[config.mk]
export PLATFORM = sky130hd
export DESIGN_NAME = ps2_key_sender
export DESIGN_NICKNAME = d
export VERILOG_FILES = /design/src/rtl/ps2_pkg.sv /design/src/rtl/ps2_key_sender_frame_tx.sv /design/src/rtl/ps2_key_sender.sv
export SDC_FILE = /design/constraint.sdc
export NUM_CORES = 1
export LEC_CHECK = 0
export ABC_AREA = 1
export CORE_UTILIZATION = 35
export DETAILED_ROUTE_END_ITERATION = 6
export GPL_TIMING_DRIVEN = 0
export PLACE_DENSITY_LB_ADDON = 0.05
export SLEW_MARGIN = 20
export SYNTH_ARGS = -nofsm -noshare
export SYNTH_HDL_FRONTEND = slang
export SYNTH_SLANG_ARGS = --single-unit
[constraint.sdc]
create_clock -name clk -period 3 [get_ports clk]
set_input_delay 0.9 -clock clk [delete_from_list [all_inputs] [get_ports clk]]
set_output_delay 0.9 -clock clk [all_outputs]
set_load 0.02 [all_outputs]
[src/rtl/ps2_pkg.sv]
// Shared constants, FSM state type and the ASCII -> PS/2 set-2 scan code map.
//   PS2_BREAK      : break prefix byte sent between make codes
//   PS2_FRAME_BITS : start + 8 data + parity + stop
//   ascii_to_scan  : {ok, code}; ok=0 for characters without a scan code
package ps2_pkg;

    localparam logic [7:0]  PS2_BREAK      = 8'hF0;
    localparam int unsigned PS2_FRAME_BITS = 11;

    typedef enum logic [1:0] {
        ST_IDLE,
        ST_FRAME,
        ST_GAP
    } ps2_state_e;

    typedef struct packed {
        logic       ok;
        logic [7:0] code;
    } scan_t;

    // Exact inverse of the receiver's scan code -> ASCII table.
    function automatic scan_t ascii_to_scan(input logic [7:0] ascii);
        scan_t r;
        r.ok   = 1'b1;
        r.code = 8'h00;
        case (ascii)
            8'h30: r.code = 8'h45;  8'h31: r.code = 8'h16;  8'h32: r.code = 8'h1E;  8'h33: r.code = 8'h26;
            8'h34: r.code = 8'h25;  8'h35: r.code = 8'h2E;  8'h36: r.code = 8'h36;  8'h37: r.code = 8'h3D;
            8'h38: r.code = 8'h3E;  8'h39: r.code = 8'h46;
            8'h61: r.code = 8'h1C;  8'h62: r.code = 8'h32;  8'h63: r.code = 8'h21;  8'h64: r.code = 8'h23;
            8'h65: r.code = 8'h24;  8'h66: r.code = 8'h2B;  8'h67: r.code = 8'h34;  8'h68: r.code = 8'h33;
            8'h69: r.code = 8'h43;  8'h6A: r.code = 8'h3B;  8'h6B: r.code = 8'h42;  8'h6C: r.code = 8'h4B;
            8'h6D: r.code = 8'h3A;  8'h6E: r.code = 8'h31;  8'h6F: r.code = 8'h44;  8'h70: r.code = 8'h4D;
            8'h71: r.code = 8'h15;  8'h72: r.code = 8'h2D;  8'h73: r.code = 8'h1B;  8'h74: r.code = 8'h2C;
            8'h75: r.code = 8'h3C;  8'h76: r.code = 8'h2A;  8'h77: r.code = 8'h1D;  8'h78: r.code = 8'h22;
            8'h79: r.code = 8'h35;  8'h7A: r.code = 8'h1A;
            8'h20: r.code = 8'h29;  8'h2D: r.code = 8'h4E;  8'h3D: r.code = 8'h55;  8'h5B: r.code = 8'h54;
            8'h5D: r.code = 8'h5B;  8'h5C: r.code = 8'h5D;  8'h3B: r.code = 8'h4C;  8'h27: r.code = 8'h52;
            8'h2C: r.code = 8'h41;  8'h2E: r.code = 8'h49;  8'h2F: r.code = 8'h4A;  8'h60: r.code = 8'h0E;
            default: r.ok = 1'b0;
        endcase
        return r;
    endfunction

endpackage

[src/rtl/ps2_key_sender_frame_tx.sv]
// Single PS/2 frame serializer: start bit, 8 data bits LSB first, odd parity, stop.
//   clk, rst  : system clock, synchronous active-high reset
//   start     : load byte_in and begin a frame (ignored while a frame is active)
//   byte_in   : byte to serialize
//   ps2_clk   : registered PS/2 clock, idle high
//   ps2_data  : registered PS/2 data, idle high
//   done_c    : high in the last cycle of the stop bit's low half
module ps2_frame_tx
    import ps2_pkg::*;
#(
    parameter int unsigned CLK_DIV = 4
) (
    input  logic       clk,
    input  logic       rst,
    input  logic       start,
    input  logic [7:0] byte_in,
    output logic       ps2_clk,
    output logic       ps2_data,
    output logic       done_c
);

    localparam int unsigned CW = (CLK_DIV > 1) ? $clog2(CLK_DIV) : 1;
    localparam int unsigned BW = $clog2(PS2_FRAME_BITS);
    localparam int unsigned SW = PS2_FRAME_BITS - 1;

    logic          active;
    logic          low_phase;
    logic [CW-1:0] half_cnt;
    logic [BW-1:0] bit_idx;
    logic [SW-1:0] bits_q;   // bits still to send after the start bit: {stop, parity, data}
    logic          half_end;

    assign half_end = (half_cnt == CW'(CLK_DIV - 1));
    assign done_c   = active && low_phase && half_end && (bit_idx == BW'(PS2_FRAME_BITS - 1));

    // Each bit: CLK_DIV cycles clock high with data set up, then CLK_DIV cycles clock low.
    always_ff @(posedge clk) begin
        if (rst) begin
            active    <= 1'b0;
            low_phase <= 1'b0;
            half_cnt  <= '0;
            bit_idx   <= '0;
            bits_q    <= '1;
            ps2_clk   <= 1'b1;
            ps2_data  <= 1'b1;
        end else if (start && !active) begin
            active    <= 1'b1;
            low_phase <= 1'b0;
            half_cnt  <= '0;
            bit_idx   <= '0;
            bits_q    <= {1'b1, ~^byte_in, byte_in};
            ps2_clk   <= 1'b1;
            ps2_data  <= 1'b0;
        end else if (active) begin
            if (half_end) begin
                half_cnt <= '0;
                if (!low_phase) begin
                    low_phase <= 1'b1;
                    ps2_clk   <= 1'b0;
                end else if (bit_idx == BW'(PS2_FRAME_BITS - 1)) begin
                    active    <= 1'b0;
                    low_phase <= 1'b0;
                    ps2_clk   <= 1'b1;
                    ps2_data  <= 1'b1;
                end else begin
                    low_phase <= 1'b0;
                    bit_idx   <= bit_idx + BW'(1);
                    ps2_clk   <= 1'b1;
                    ps2_data  <= bits_q[0];
                    bits_q    <= {1'b1, bits_q[SW-1:1]};
                end
            end else begin
                half_cnt <= half_cnt + CW'(1);
            end
        end
    end

endmodule

[src/rtl/ps2_key_sender.sv]
// PS/2 keyboard emulator: one ASCII character per valid/ready handshake becomes
// make, F0, make frames, each followed by an idle gap.
//   clk, rst  : system clock, synchronous active-high reset
//   ascii     : character, sampled on accept (valid && ready)
//   valid     : request
//   ready     : high only in IDLE
//   busy      : high from the cycle after accept until the final gap ends
//   err       : one-cycle pulse when the accepted character has no scan code
//   ps2_clk   : PS/2 clock, idle high
//   ps2_data  : PS/2 data, idle high
module ps2_key_sender
    import ps2_pkg::*;
#(
    parameter int unsigned CLK_DIV    = 4,
    parameter int unsigned GAP_CYCLES = 16
) (
    input  logic       clk,
    input  logic       rst,
    input  logic [7:0] ascii,
    input  logic       valid,
    output logic       ready,
    output logic       busy,
    output logic       err,
    output logic       ps2_clk,
    output logic       ps2_data
);

    localparam int unsigned GW = (GAP_CYCLES > 1) ? $clog2(GAP_CYCLES) : 1;
    // The IDLE cycle that raises ready is itself the last idle-line cycle of the final gap.
    localparam int unsigned GAP_LAST_MID = GAP_CYCLES - 1;
    localparam int unsigned GAP_LAST_END = (GAP_CYCLES > 1) ? GAP_CYCLES - 2 : 0;

    ps2_state_e    state;
    logic [1:0]    frame_idx;
    logic [GW-1:0] gap_cnt;
    logic [7:0]    scan_q;

    scan_t         lookup_c;
    logic          gap_last_c;
    logic          tx_start_c;
    logic [7:0]    tx_byte_c;
    logic          tx_done_c;

    // Frame start and byte selection: first frame straight from the lookup, later ones from the latch.
    always_comb begin
        lookup_c   = ascii_to_scan(ascii);
        gap_last_c = (frame_idx == 2'd2) ? (gap_cnt == GW'(GAP_LAST_END))
                                         : (gap_cnt == GW'(GAP_LAST_MID));
        tx_start_c = 1'b0;
        tx_byte_c  = scan_q;
        if (state == ST_IDLE && valid && lookup_c.ok) begin
            tx_start_c = 1'b1;
            tx_byte_c  = lookup_c.code;
        end else if (state == ST_GAP && gap_last_c && frame_idx != 2'd2) begin
            tx_start_c = 1'b1;
            tx_byte_c  = (frame_idx == 2'd0) ? PS2_BREAK : scan_q;
        end
    end

    // Keystroke sequencer: three frames separated by gaps.
    always_ff @(posedge clk) begin
        if (rst) begin
            state     <= ST_IDLE;
            frame_idx <= 2'd0;
            gap_cnt   <= '0;
            scan_q    <= 8'h00;
            ready     <= 1'b1;
            busy      <= 1'b0;
            err       <= 1'b0;
        end else begin
            err <= 1'b0;
            case (state)
                ST_IDLE: begin
                    if (valid) begin
                        if (lookup_c.ok) begin
                            scan_q    <= lookup_c.code;
                            frame_idx <= 2'd0;
                            state     <= ST_FRAME;
                            ready     <= 1'b0;
                            busy      <= 1'b1;
                        end else begin
                            err <= 1'b1;
                        end
                    end
                end
                ST_FRAME: begin
                    if (tx_done_c) begin
                        gap_cnt <= '0;
                        if (frame_idx == 2'd2 && GAP_CYCLES == 1) begin
                            state <= ST_IDLE;
                            ready <= 1'b1;
                            busy  <= 1'b0;
                        end else begin
                            state <= ST_GAP;
                        end
                    end
                end
                ST_GAP: begin
                    if (gap_last_c) begin
                        gap_cnt <= '0;
                        if (frame_idx == 2'd2) begin
                            state <= ST_IDLE;
                            ready <= 1'b1;
                            busy  <= 1'b0;
                        end else begin
                            state     <= ST_FRAME;
                            frame_idx <= frame_idx + 2'd1;
                        end
                    end else begin
                        gap_cnt <= gap_cnt + GW'(1);
                    end
                end
                default: state <= ST_IDLE;
            endcase
        end
    end

    ps2_frame_tx #(
        .CLK_DIV (CLK_DIV)
    ) u_frame_tx (
        .clk      (clk),
        .rst      (rst),
        .start    (tx_start_c),
        .byte_in  (tx_byte_c),
        .ps2_clk  (ps2_clk),
        .ps2_data (ps2_data),
        .done_c   (tx_done_c)
    );

endmodule

Word-level counts from Yosys, hierarchy flattened. Cells that the tools add are included. W data, S select, Z words.

Memory bits (read-only): 0. Output and inout bits: 5. Memories: 0. Bits in registers: 38. Input port bits: 11. Memory bits (writable): 0. Logic and storage cells: 164. Bits in latches: 0.

Mux-type cells: 51. Shift-type cells: 0. Eq/ne operators: 63. $mul: 0. Divide/modulo/power cells: 0. Bitwise logic cells: 3. Reduce and logical (&&, ||, !) cells: 29. Add/sub/neg operators: 4. $lt $le $gt $ge: 0.

Operator list (count): $pmux W7 S48 (1); $eq A8 B7 Y1 const B (30); $eq A8 B6 Y1 const B (18); $reduce_or A48 Y1 (1); $mux W9 (5); $mux W1 (26); $mux W8 (3); $mux W2 (9); $ne A2 B2 Y1 const B (7); $eq A4 B4 Y1 const B (3); $reduce_and A4 Y1 (3); $reduce_and A5 Y1 (2); $reduce_bool A2 Y1 (5); $add A4 B1 Y4 const B (2); $logic_and A1 B1 Y1 (8); $mux W4 (2); $pmux W4 S2 (1); $reduce_xnor A8 Y1 (1); $eq A2 B2 Y1 const B (3); $pmux W2 S3 (1); $reduce_and A3 Y1 (2); $add A2 B1 Y2 const B (2); $logic_not A2 Y1 (2); $pmux W1 S2 (2); other kinds (8) (11).

Logic depth before layout (Yosys ltp). Gate-level depths: netlist (run 1).

Depth in word-level cells: 9. Gate-level depth with buffers: 22. Mapped depth without buffers: 22.

Modules after synthesis. A second synthesis (run 1) with hierarchy kept.

Cells, all modules: 472. Area total of the unflattened synthesis: 2879.0 um^2.

Modules (own cells, without submodules): ps2_key_sender (cells an instance 323, area an instance 1849.3 um^2, times used 1, sequential area each 360.3 um^2); ps2_frame_tx (cells an instance 149, area an instance 1029.7 um^2, times used 1, sequential area each 380.4 um^2).

Worst setup path after synthesis (run 1). No wires, ideal clock.

Kind: input -> register. From: input ascii[5]. To: register u_frame_tx.bits_q[8]. Path slack: 0.353 ns. Stages on the path: 20. Data required time: 2.888 ns. Data arrival time: 2.534 ns. Setup time: 0.112 ns. Buffers on the path: 2. Cell sequence: nand2_1 > nor2_1 > buf_2 > nand3_1 > inv_1 > nor2_1 > nand2_1 > nor2_2 > nand3_4 > nand2_4 > buf_6 > nand2_2 > nand2_1 > nand3_1 > nand3_1 > nand2_1 > nand2_1 > nand3_1 > nand2_1 > nand2_1.

Longest elaborated chain between the ends: 8. Elaborated cells between the ends (all ways): 62. Those cells by class: eq/ne (49); mux (5); reduce/logical (8).

Ends and longest elaborated chain: start: declaration (RTL line ps2_key_sender.sv:19) `input logic [7:0] ascii,`; $eq A8 B7 Y1 / $eq A8 B6 Y1 (equally long branches) (RTL line ps2_pkg.sv:26) `case (ascii)`; $reduce_or A48 Y1 (no line); $mux W1 (RTL line ps2_pkg.sv:26); $logic_and A1 B1 Y1 (RTL line ps2_key_sender.sv:51) `if (state == ST_IDLE && valid && lookup_c.ok) begin`; $mux W1 (RTL line ps2_key_sender.sv:51); $logic_and A1 B1 Y1 (RTL line ps2_key_sender_frame_tx.sv:46) `end else if (start && !active) begin`; $ne A2 B1 Y1 (no line) / $reduce_bool A2 Y1 (equally long branches); $reduce_and A4 Y1 (no line); end signal: assignment (RTL line ps2_key_sender_frame_tx.sv:51) `bits_q <= {1'b1, ~^byte_in, byte_in};`; end signal: assignment (RTL line ps2_key_sender_frame_tx.sv:70) `bits_q <= {1'b1, bits_q[SW-1:1]};`; end: declaration (RTL line ps2_key_sender_frame_tx.sv:30) `logic [SW-1:0] bits_q;`.

Parallel ways exist; a longest one is shown, timed or not. A chain may end at the register's enable or synchronous reset.

Worst setup path in the final report (run 1).
From: input ascii[1]. To: register u_frame_tx.bits_q[8].

The elaborated chain is that of the path after synthesis.

==> qor.csv, run 1 <==
metric;value;unit
outcome;finished clean;
clk root buf;clkbuf_8;
Crit path max-delay family;simple AND/OR/NAND/NOR gates;
critical path's slowest cell;nor2_2;
gr ovfl total;0;
RD Place Congestion;0.962;
Die Wd;91.2;µm
count leader, synth;nand2_1;
number of distinct library cells after synthesis;33;
Synth top area share;26.6;%
WS Path Type;input pin to flip-flop;
full die area;8330;µm²
R2R Setup Slk;0.45;ns
fill cell count;840;
detailed placer's ending HPWL;6.01;mm
leakage power;1.83;nW
synth cell count leaders;172 x nand2_1, 76 x nor2_1, 51 x inv_1;
arrival time worst endpoint;2.98;ns
Flop pwr share;42.4;%
Tmin final;2.79;ns
Worst Skew;0.00595;ns
layout cells sized above 1;22.0;%
clock power share;37.5;%
Overall Power;1.24;mW
Synth-to-Final Area Change;25.6;%
initial drt markers;309;
Psw;0.358;mW
worst reg-to-reg path cell count;21;
top post-synthesis cells by area;dfxtp_1 27%, nand2_1 23%, nor2_1 10%;
Buffers on Ports;14;
Buf/Inv on CP;3;
# clock sinks;37;
H-Tree Level Count;2;
sequential cell area fraction in the yosys report;26.6;%
first drt pass iteration count;5;
most used cell, CP;nand2_1;
P_int;0.878;mW
ys flop type;dfxtp_1;
core area;7730;µm²
origin of the worst min-delay path;scan_q[4];
Fmax;0.358;GHz
hold-fix buffers at CTS;0;
starting density of the core;36.1;%
Num CTS Buffers;5;
Util after Layout;45.3;%
Post-synth EDFFs;0;
Worst EP required;3.19;ns
Final nets;539;
Antenna Cells;0;
transition time of the tightest slew-check pin;0.518;ns
max-cap violations;0;
Clk Latency, worst-skew pair;0.29;ns
Async SR Flop Fraction;0;%
Syn. warnings;0;
Mean Syn Cell Area;5.80;µm²
Critical R2R Launch;frame_idx[0];
worst hold-check path type;flip-flop to flip-flop;
# IOs;16;
DR WL/cell;12.8;µm
Avg Vias per Cell;5.02;
# DRC;0;
CP max stage delay;0.21;ns
sw frac;29.0;%
CP Launch Type;input pin;
maximum resistive drop on vdd;0.000295;V
first-pass GRT wire length;13.2;mm
Mapped Nets;498;
Post-Syn Instances;481;
# setup viols final;0;
fin crit share;93.0;%
antenna violations before repair;0;
Longest Clk Path Bufs;2;
number of global-route vias before repair;2848;
num rows;32;
final slew viol count;0;
largest net degree at the start of global routing;13;
combinational share of power;20.1;%
Reg-to-Reg End;u_frame_tx.bits_q[8];
vias;3140;
CTS clk-pin slew, worst paths;0.08;ns
Tot GR Track Use;19.5;%
WL final;8.00;mm
crit-path cells;clkbuf_2 > inv_2 > nand2_4 > nor2_2 > nand2_1 > nand2_1 > nor2_2 > nand2_1 > nor2_2 > nand3_4 > nand2_8 > buf_8 > nand2_2 > nand2_1 > nand3_2 > nand2_2 > nand2_1 > nand2_1 > nand2_1 > nand3_1 > nand2_1 > nand2_1;
Hold Path Depth;2;
Final Hold Violating Endpoints;0;
Synth area leader;dfxtp_1;
Crit Path Max Fanout;6;
Synth Register Bits;37;
Synth Cell Area;2790;µm²
pwr dens;353;nW/µm²
Rel. slew slack;65.5;%
endpoint class of the critical path;flip-flop;
Hold EP;scan_q[4];
die height;91.2;µm
ANT nets after route;0;
TritonCTS clock tree;built;
## metal layers
metal,GRT usage [%],share of wire [%],vias to the layer above
li1,-,-,1613
met1,28.4,52,1429
met2,29.2,41,87
met3,4.44,6.2,11
met4,3.44,1.1,0
met5,0,0,-
## worst max-delay path by stage
| stage | end | from | depth (start not counted) |
|---|---|---|---|
| after floorplan | u_frame_tx.bits_q[8] | ascii[5] | 20 |
| after global placement | u_frame_tx.bits_q[7] | ascii[6] | 18 |
| after detailed placement | u_frame_tx.bits_q[7] | ascii[6] | 18 |
| after CTS | u_frame_tx.bits_q[8] | ascii[0] | 23 |
| after global routing | u_frame_tx.bits_q[8] | ascii[0] | 23 |
| final | u_frame_tx.bits_q[8] | ascii[1] | 22 |
## cell families after synthesis
| group | synth area share [%] |
|---|---|
| xor gates and xnor gates | 0.628 |
| muxes | 0.359 |
| adders and majority gates | 2.69 |
| DFF | 26.6 |
| and+or+nand+nor | 50.7 |
| buffers and inverters | 9.65 |
| AOI/OAI and AO/OA | 9.38 |
## power by group through the flow
stage	Combinational (mW)	Clock [mW]	Sequential (mW)
after detailed placement	0.200	0	0.536
after CTS	0.233	0.473	0.524
after global placement	0.200	0	0.535
final	0.248	0.463	0.524
after global routing	0.276	0.489	0.527
after floorplan	0.136	0	0.538
## cell type report
class / count / area, µm² / share of cell area, %
Multi-Input combinational cell: 377 / 1950 / 55.7
Sequential cell: 37 / 741 / 21.2
Timing Repair Buffer: 34 / 272 / 7.75
Inverter: 59 / 226 / 6.47
Tap cell: 102 / 128 / 3.64
Clock buffer: 6 / 82.6 / 2.36
Buffer: 8 / 63.8 / 1.82
Clock inverter: 2 / 37.5 / 1.07
## sequential cells by signal, summed over array words and instances, names as in the netlist
name                  flops
scan_q                    7
err                       1
busy                      1
state                     2
u_frame_tx.ps2_clk        1
u_frame_tx.bit_idx        4
u_frame_tx.half_cnt       2
u_frame_tx.active         1
u_frame_tx.low_phase      1
u_frame_tx.bits_q         9
u_frame_tx.ps2_data       1
gap_cnt                   4
ready                     1
frame_idx                 2
## tightest hold or removal path, cell delays in order, from the launching register on
cell and delay (ns):
dfxtp_1 0.31, nand2_1 0.06, a21oi_1 0.05
## cells in the final DEF (no fill, tap or decap), types with 2 or more instances in the layout
master,count
clkbuf_1,4
inv_4,2
inv_1,51
a211oi_1,6
nand3_1,20
nor2_2,13
clkbuf_2,7
o31ai_1,2
clkbuf_8,6
buf_2,2
o211ai_1,4
nand3_2,10
dfxtp_1,37
ha_1,6
nand2_4,4
nand4_1,16
nand2_2,28
nand2_1,148
nand3b_1,2
nor2_4,5
clkdlybuf4s50_1,6
o21ai_0,11
buf_4,15
a21oi_1,18
buf_6,6
nor3_1,5
inv_2,6
nor2_1,65
or2_2,2
## per-stage QoR
stage                     TNS [ns]  cells  worst slack, ns  hold slack, ns  cell area (µm²)
after global placement      -10.61    597           -0.621           0.445             3060
after CTS                        0    621           0.0449           0.462             3400
final                            0    625            0.210           0.459             3500
after detailed placement     -9.83    597           -0.604           0.446             3060
after global routing      -0.00458    625         -0.00458           0.482             3500
after floorplan                  0    481            0.353           0.432             2790
## what timing repair did
action                                  4_1_cts  5_1_grt
pin swaps                                    13       17
cloned                                        1        0
buffers inserted                             15        4
endpoints found under the setup margin       17       18
gates resized for setup                      42       45
No activity file was read; power rests on OpenSTA's default activity.
==> inputs of run 2 (changes only) <==
--- a/config.mk
+++ b/config.mk
@@ -7,6 +7,7 @@
 export LEC_CHECK = 0
 export ABC_AREA = 1
 export CORE_UTILIZATION = 35
+export CTS_CLUSTER_DIAMETER = 60
 export DETAILED_ROUTE_END_ITERATION = 6
 export GPL_TIMING_DRIVEN = 0
 export PLACE_DENSITY_LB_ADDON = 0.05
==> results of run 2 <==
No change in the layout: final DEF, timing and power equal those of run 1.
==> variant 1: new RTL, settings of run 1 <==
`CLK_DIV` is set to 4 in 2 places; all go to 16.
--- a/src/rtl/ps2_key_sender_frame_tx.sv
+++ b/src/rtl/ps2_key_sender_frame_tx.sv
@@ -9,5 +9,5 @@
     import ps2_pkg::*;
 #(
-    parameter int unsigned CLK_DIV = 4
+    parameter int unsigned CLK_DIV = 16
 ) (
     input  logic       clk,
--- a/src/rtl/ps2_key_sender.sv
+++ b/src/rtl/ps2_key_sender.sv
@@ -12,5 +12,5 @@
     import ps2_pkg::*;
 #(
-    parameter int unsigned CLK_DIV    = 4,
+    parameter int unsigned CLK_DIV    = 16,
     parameter int unsigned GAP_CYCLES = 16
 ) (
Check against the original RTL: not equivalent (a bounded check fails within 10 cycles, from zero or initial values and one cycle with rst high).
==> variant 1 against run 1 <==
  * Final area up 0.29%
  * Non-clock buffer count decreased by 3
  * Final cell count up 3.0%
  * Global-route usage grew 2.3 points
  * Power is 7.2% lower
  * Clock power is 23% lower
  * Synthesized area grew 2.9%
  * Setup slack worse by 0.033 ns
  * Sequential cell count grew 2
  * Routed wire length grew 6.6%
  * Worst hold slack improved by 0.00090 ns
  * Critical path depth shrank 1
  * Synthesized cell count increased by 4.2%
  * Critical path type unchanged
  * Largest power group unchanged
  * Highest routed layer unchanged
==> variant 1: results (changes against run 1) <==
wire per inst 13.24 um (+3.5%); Clock Skew 0.006086 ns (+0.0001369 ns); global-route wire length before repair 14950 um (+14%); async set or reset register ratio after synthesis 0% (unchanged); initial antenna violation count 0 (unchanged); cell count after synthesis 501 (+4.2%); via/cell ratio 5.031 (+0.14%); PortBufs 14 (unchanged); worst hold stages 2 (unchanged); synth unique cells 34 (+3.0%); Clk Latency, worst-skew pair 0.29 ns (about the same); Post-DP HPWL 6399 um (+6.5%); Rel. slew slack 63.51% (-2.0 points); biggest registers after layout u_frame_tx.bits_q x9, scan_q x7; post-placement cell area 3136 um2 (+2.6%); first drt pass iteration count 5 (unchanged); post-synthesis sequential area ratio 27.23% (+0.65 points); Tot GR Track Use 21.73% (+2.3 points); ANT cells 0 (unchanged); status completed; VDD IR-drop max 141.6 uV (-52%); final setup fails 0 (unchanged); Clock Path Buffers 2 (unchanged); syn nets 518 (+4.0%); largest register by flop count u_frame_tx.bits_q; H-Tree Depth 2 (unchanged); Final nets 558 (+3.5%); Detailed Route Iter0 Violations 241 (-22%); Synthesis Warnings 0 (unchanged); Max Cap Viol 0 (unchanged); clock root buffer clkbuf_8; total CTS buffers 5 (unchanged); total wire length 8529 um (+6.6%); Reg2Reg Depth 16 (-24%); P_leak 1.724 nW (-5.8%); Final GP Congestion 0.9406 (-2.2%); largest net degree at the start of global routing 13 (unchanged); Placed Cells 617 (+3.4%); worst path arrival time 3.02 ns (+0.04 ns); vias in the first global route 3272 (+15%); Synth top cells by count 176 x nand2_1, 77 x nor2_1, 53 x inv_1, 39 x dfxtp_1, 36 x nand3_1; Worst Path Max Fanout 10 (+4); top cells by area, synth dfxtp_1 27%, nand2_1 23%, nor2_1 10%, inv_1 6.9%, nand3_1 6.3%; HP Class flop to flop; Clock Pin Slew Worst Setup and Hold Paths 0.08 ns (about the same); layout cells sized above 1 19.19% (-2.8 points)
==> variant 1: worst paths after layout <==
kind / from / endpoint / slack, ns
hold / removal: scan_q[5] / scan_q[5] / 0.46
hold reg to reg: scan_q[5] / scan_q[5] / 0.46
setup / recovery: ascii[7] / u_frame_tx.bits_q[8] / 0.18
setup reg to reg: state[1] / u_frame_tx.bits_q[8] / 0.72
==> variant 1: logic make-up (layout without fill, tap and decap cells) <==
group | Yosys count | after routing | synth area share [%]
compound gates | 57 | 57 | 11.34
fa+ha+maj | 6 | 6 | 2.618
xor+xnor | 1 | 1 | 0.3055
simple gates | 329 | 329 | 49.08
buf+inv | 69 | 110 | 9.424
flops | 39 | 39 | 27.23
==> variant 1: critical path, stage by stage <==
cell,delay (ns)
dlygate4sd2_1,0.25
inv_2,0.10
nand2_4,0.08
nor2_4,0.17
buf_4,0.21
nand2_1,0.08
nand3_1,0.14
nor2_4,0.07
nand3_4,0.16
nand2_8,0.09
buf_6,0.15
nand2_2,0.08
nand2_2,0.07
nand3_2,0.09
nand2_2,0.06
nand2_1,0.05
nand2_1,0.04
nand2_1,0.06
nand3_1,0.07
nand2_1,0.06
nand2_1,0.04
==> variant 1: area by class of cell <==
| class | count | area (um2) |
|---|---|---|
| Fill cell | 865 | 4295 |
| Multi-Input combinational cell | 393 | 1977 |
| Sequential cell | 39 | 780.7 |
| Timing Repair Buffer | 32 | 246.5 |
| Inverter | 62 | 235.2 |
| Tap cell | 102 | 127.6 |
| Clock buffer | 6 | 72.57 |
| Buffer | 7 | 52.55 |
| Clock inverter | 2 | 12.51 |
| Timing Repair inverter | 1 | 7.507 |
==> variant 1: power by group <==
part | internal, W | switching [W]
Clock | 0.000163 | 0.000194
Sequential | 0.000538 | 0.0000110
Combinational | 0.0000860 | 0.000155
Total | 0.000786 | 0.000361
==> variant 1: timing repair <==
item	CTS	global route
pin swaps	16	10
buffers inserted	16	2
setup endpoints to repair	22	20
gates resized for setup	48	34
endpoints found under the hold margin	0	0
gates cloned	1	0
==> variant 1: through the flow <==
step	setup slack [ns]	hold WS, ns	setup TNS (ns)
floorplan	0.2928	0.4317	0
global placement	-0.7470	0.4418	-15.87
detailed placement	-0.7054	0.4542	-14.43
CTS	0.1049	0.4669	0
global route	-0.03406	0.4800	-0.03406
finish	0.1770	0.4594	0
==> variant 1: per-layer routing <==
| layer | track usage [%] | wire [um] | vias up |
|---|---|---|---|
| met5 | 0 | 0 | - |
| met3 | 3.777 | 428 | 10 |
| met2 | 36.91 | 3860 | 83 |
| met1 | 28.44 | 4147 | 1468 |
| met4 | 5.208 | 92 | 0 |
| li1 | - | - | 1679 |
==> variant 2: new RTL, settings of run 1 <==
Made on the original files. Re-encode `ps2_state_e` (3 states) as one-hot, 3 bits wide.
--- a/src/rtl/ps2_pkg.sv
+++ b/src/rtl/ps2_pkg.sv
@@ -8,8 +8,8 @@
     localparam int unsigned PS2_FRAME_BITS = 11;
 
-    typedef enum logic [1:0] {
-        ST_IDLE,
-        ST_FRAME,
-        ST_GAP
+    typedef enum logic [2:0] {
+        ST_IDLE  = 3'b001,
+        ST_FRAME = 3'b010,
+        ST_GAP   = 3'b100
     } ps2_state_e;
 
Check against the original RTL: same outputs for any inputs over 10 cycles, from zero or initial values and one cycle with rst high; not proved beyond that.
==> variant 2 against run 1 <==
  * Sequential cell count increased by 1
  * Critical path depth unchanged
  * Final area grew 6.0%
  * Power up 15%
  * Routed wire length is 6.0% higher
  * Setup slack got worse by 0.081 ns
  * Clock power down 5.2%
  * Synthesized area increased by 1.7%
  * Core utilization up 2.5 points
  * Critical endpoint unchanged
  * Largest cell class unchanged
==> variant 2: results (changes against run 1) <==
post-CTS sizing 56 (+33%); global-route wire length before repair 13930 um (+5.9%); Detailed Route Iter0 Violations 177 (-43%); reg2reg start state[0]; FF-to-FF setup slack 0.48 ns (+0.03 ns); top cells by area, synth dfxtp_1 27%, nand2_1 23%, nor2_1 9.3%, inv_1 6.9%, nand3_1 6.4%; via/cell ratio 5.149 (+2.5%); Clock Skew 0.01046 ns (+0.004507 ns); Post-DP HPWL 6433 um (+7.0%); post-CTS setup buffers 16 (+1); largest net degree at the start of global routing 14 (+1); CP max stage delay 0.28 ns (+0.07 ns); Synth Area per Inst 5.798 um2 (about the same); Rel. slew slack 50.28% (-15 points); syn nets 506 (+1.6%); buffers plus inverters on the worst setup path 4 (+1); Synth top cells by count 172 x nand2_1, 70 x nor2_1, 52 x inv_1, 38 x dfxtp_1, 36 x nand3_1; met3 WL 418 um (-16%); Final GP Congestion 0.9346 (-2.8%); GR Layer Usage met1 28.55% (+0.11 points); Finished Layout Cells 636 (+1.8%); post-synthesis sequential area ratio 26.83% (+0.26 points); Reg2Reg Depth 14 (-33%); post-layout minimum cycle time 2.870 ns (+0.08076 ns); Placed Cells 605 (+1.3%); Final nets 550 (+2.0%); status completed; WL met1 4117 um (-0.44%); Tot GR Track Use 20.45% (+0.99 points); synth unique cells 30 (-9.1%); VDD IR-drop max 189.5 uV (-36%); met2 WL post-DR 3848 um (+17%); Slowest cell on crit path dlygate4sd2_1; vias in the first global route 3006 (+5.5%); worst path arrival time 3.07 ns (+0.09 ns); wire per inst 13.33 um (+4.2%)
variant 2: cell types whose count changed after synthesis, sizes merged, moves of 6 or more:
cell / delta
nand4: -8
nor2: -6
o2111ai: +6
nor3: +6
nand3: +6
variant 2: cell families after synthesis:
group                    after synthesis  synth area share (%)
flip-flops                            38                 26.83
XOR/XNOR                               2                0.6179
multiplexers                           1                0.3531
buffers and inverters                 70                 9.929
adder cells (fa/ha/maj)                6                 2.648
AO/OA/AOI/OAI                         50                 10.77
AND/OR/NAND/NOR                      322                 48.85
variant 2: worst min-delay path by stage:
stage                             start                  end  slack (ns)  cells past startpoint
finish                        scan_q[5]            scan_q[5]        0.46                      2
global route                  scan_q[4]            scan_q[4]        0.49                      2
CTS                           scan_q[0]            scan_q[0]        0.47                      2
detailed placement  u_frame_tx.ps2_data  u_frame_tx.ps2_data        0.45                      2
global placement              scan_q[3]            scan_q[3]        0.45                      2
floorplan                     scan_q[4]            scan_q[4]        0.43                      2
variant 2: report_power, final:
part | leakage (nW) | internal, W | switching, W
Combinational | 1.57 | 0.000151 | 0.000256
Sequential | 0.309 | 0.000549 | 0.0000225
Clock | 0.0504 | 0.000247 | 0.000191
variant 2: final cells by class:
| cell class | instances | area, um2 |
|---|---|---|
| repair buffers | 37 | 324.1 |
| fillers | 830 | 4056 |
| flip-flops and latches | 38 | 760.7 |
| inverters | 61 | 236.5 |
| clock inverters | 3 | 45.04 |
| plain buffers | 9 | 67.56 |
| multi-input cells | 381 | 2081 |
| clock buffers | 5 | 68.82 |
| well taps | 102 | 127.6 |
variant 2: stage by stage:
step	area (um2)	utilization [%]	hold slack, ns
after global placement	3103	39.95	0.4472
final	3711	47.78	0.4627
after detailed placement	3103	39.95	0.4492
after global routing	3711	47.78	0.4929
after CTS	3480	44.80	0.4662
after floorplan	2835	-	0.4344
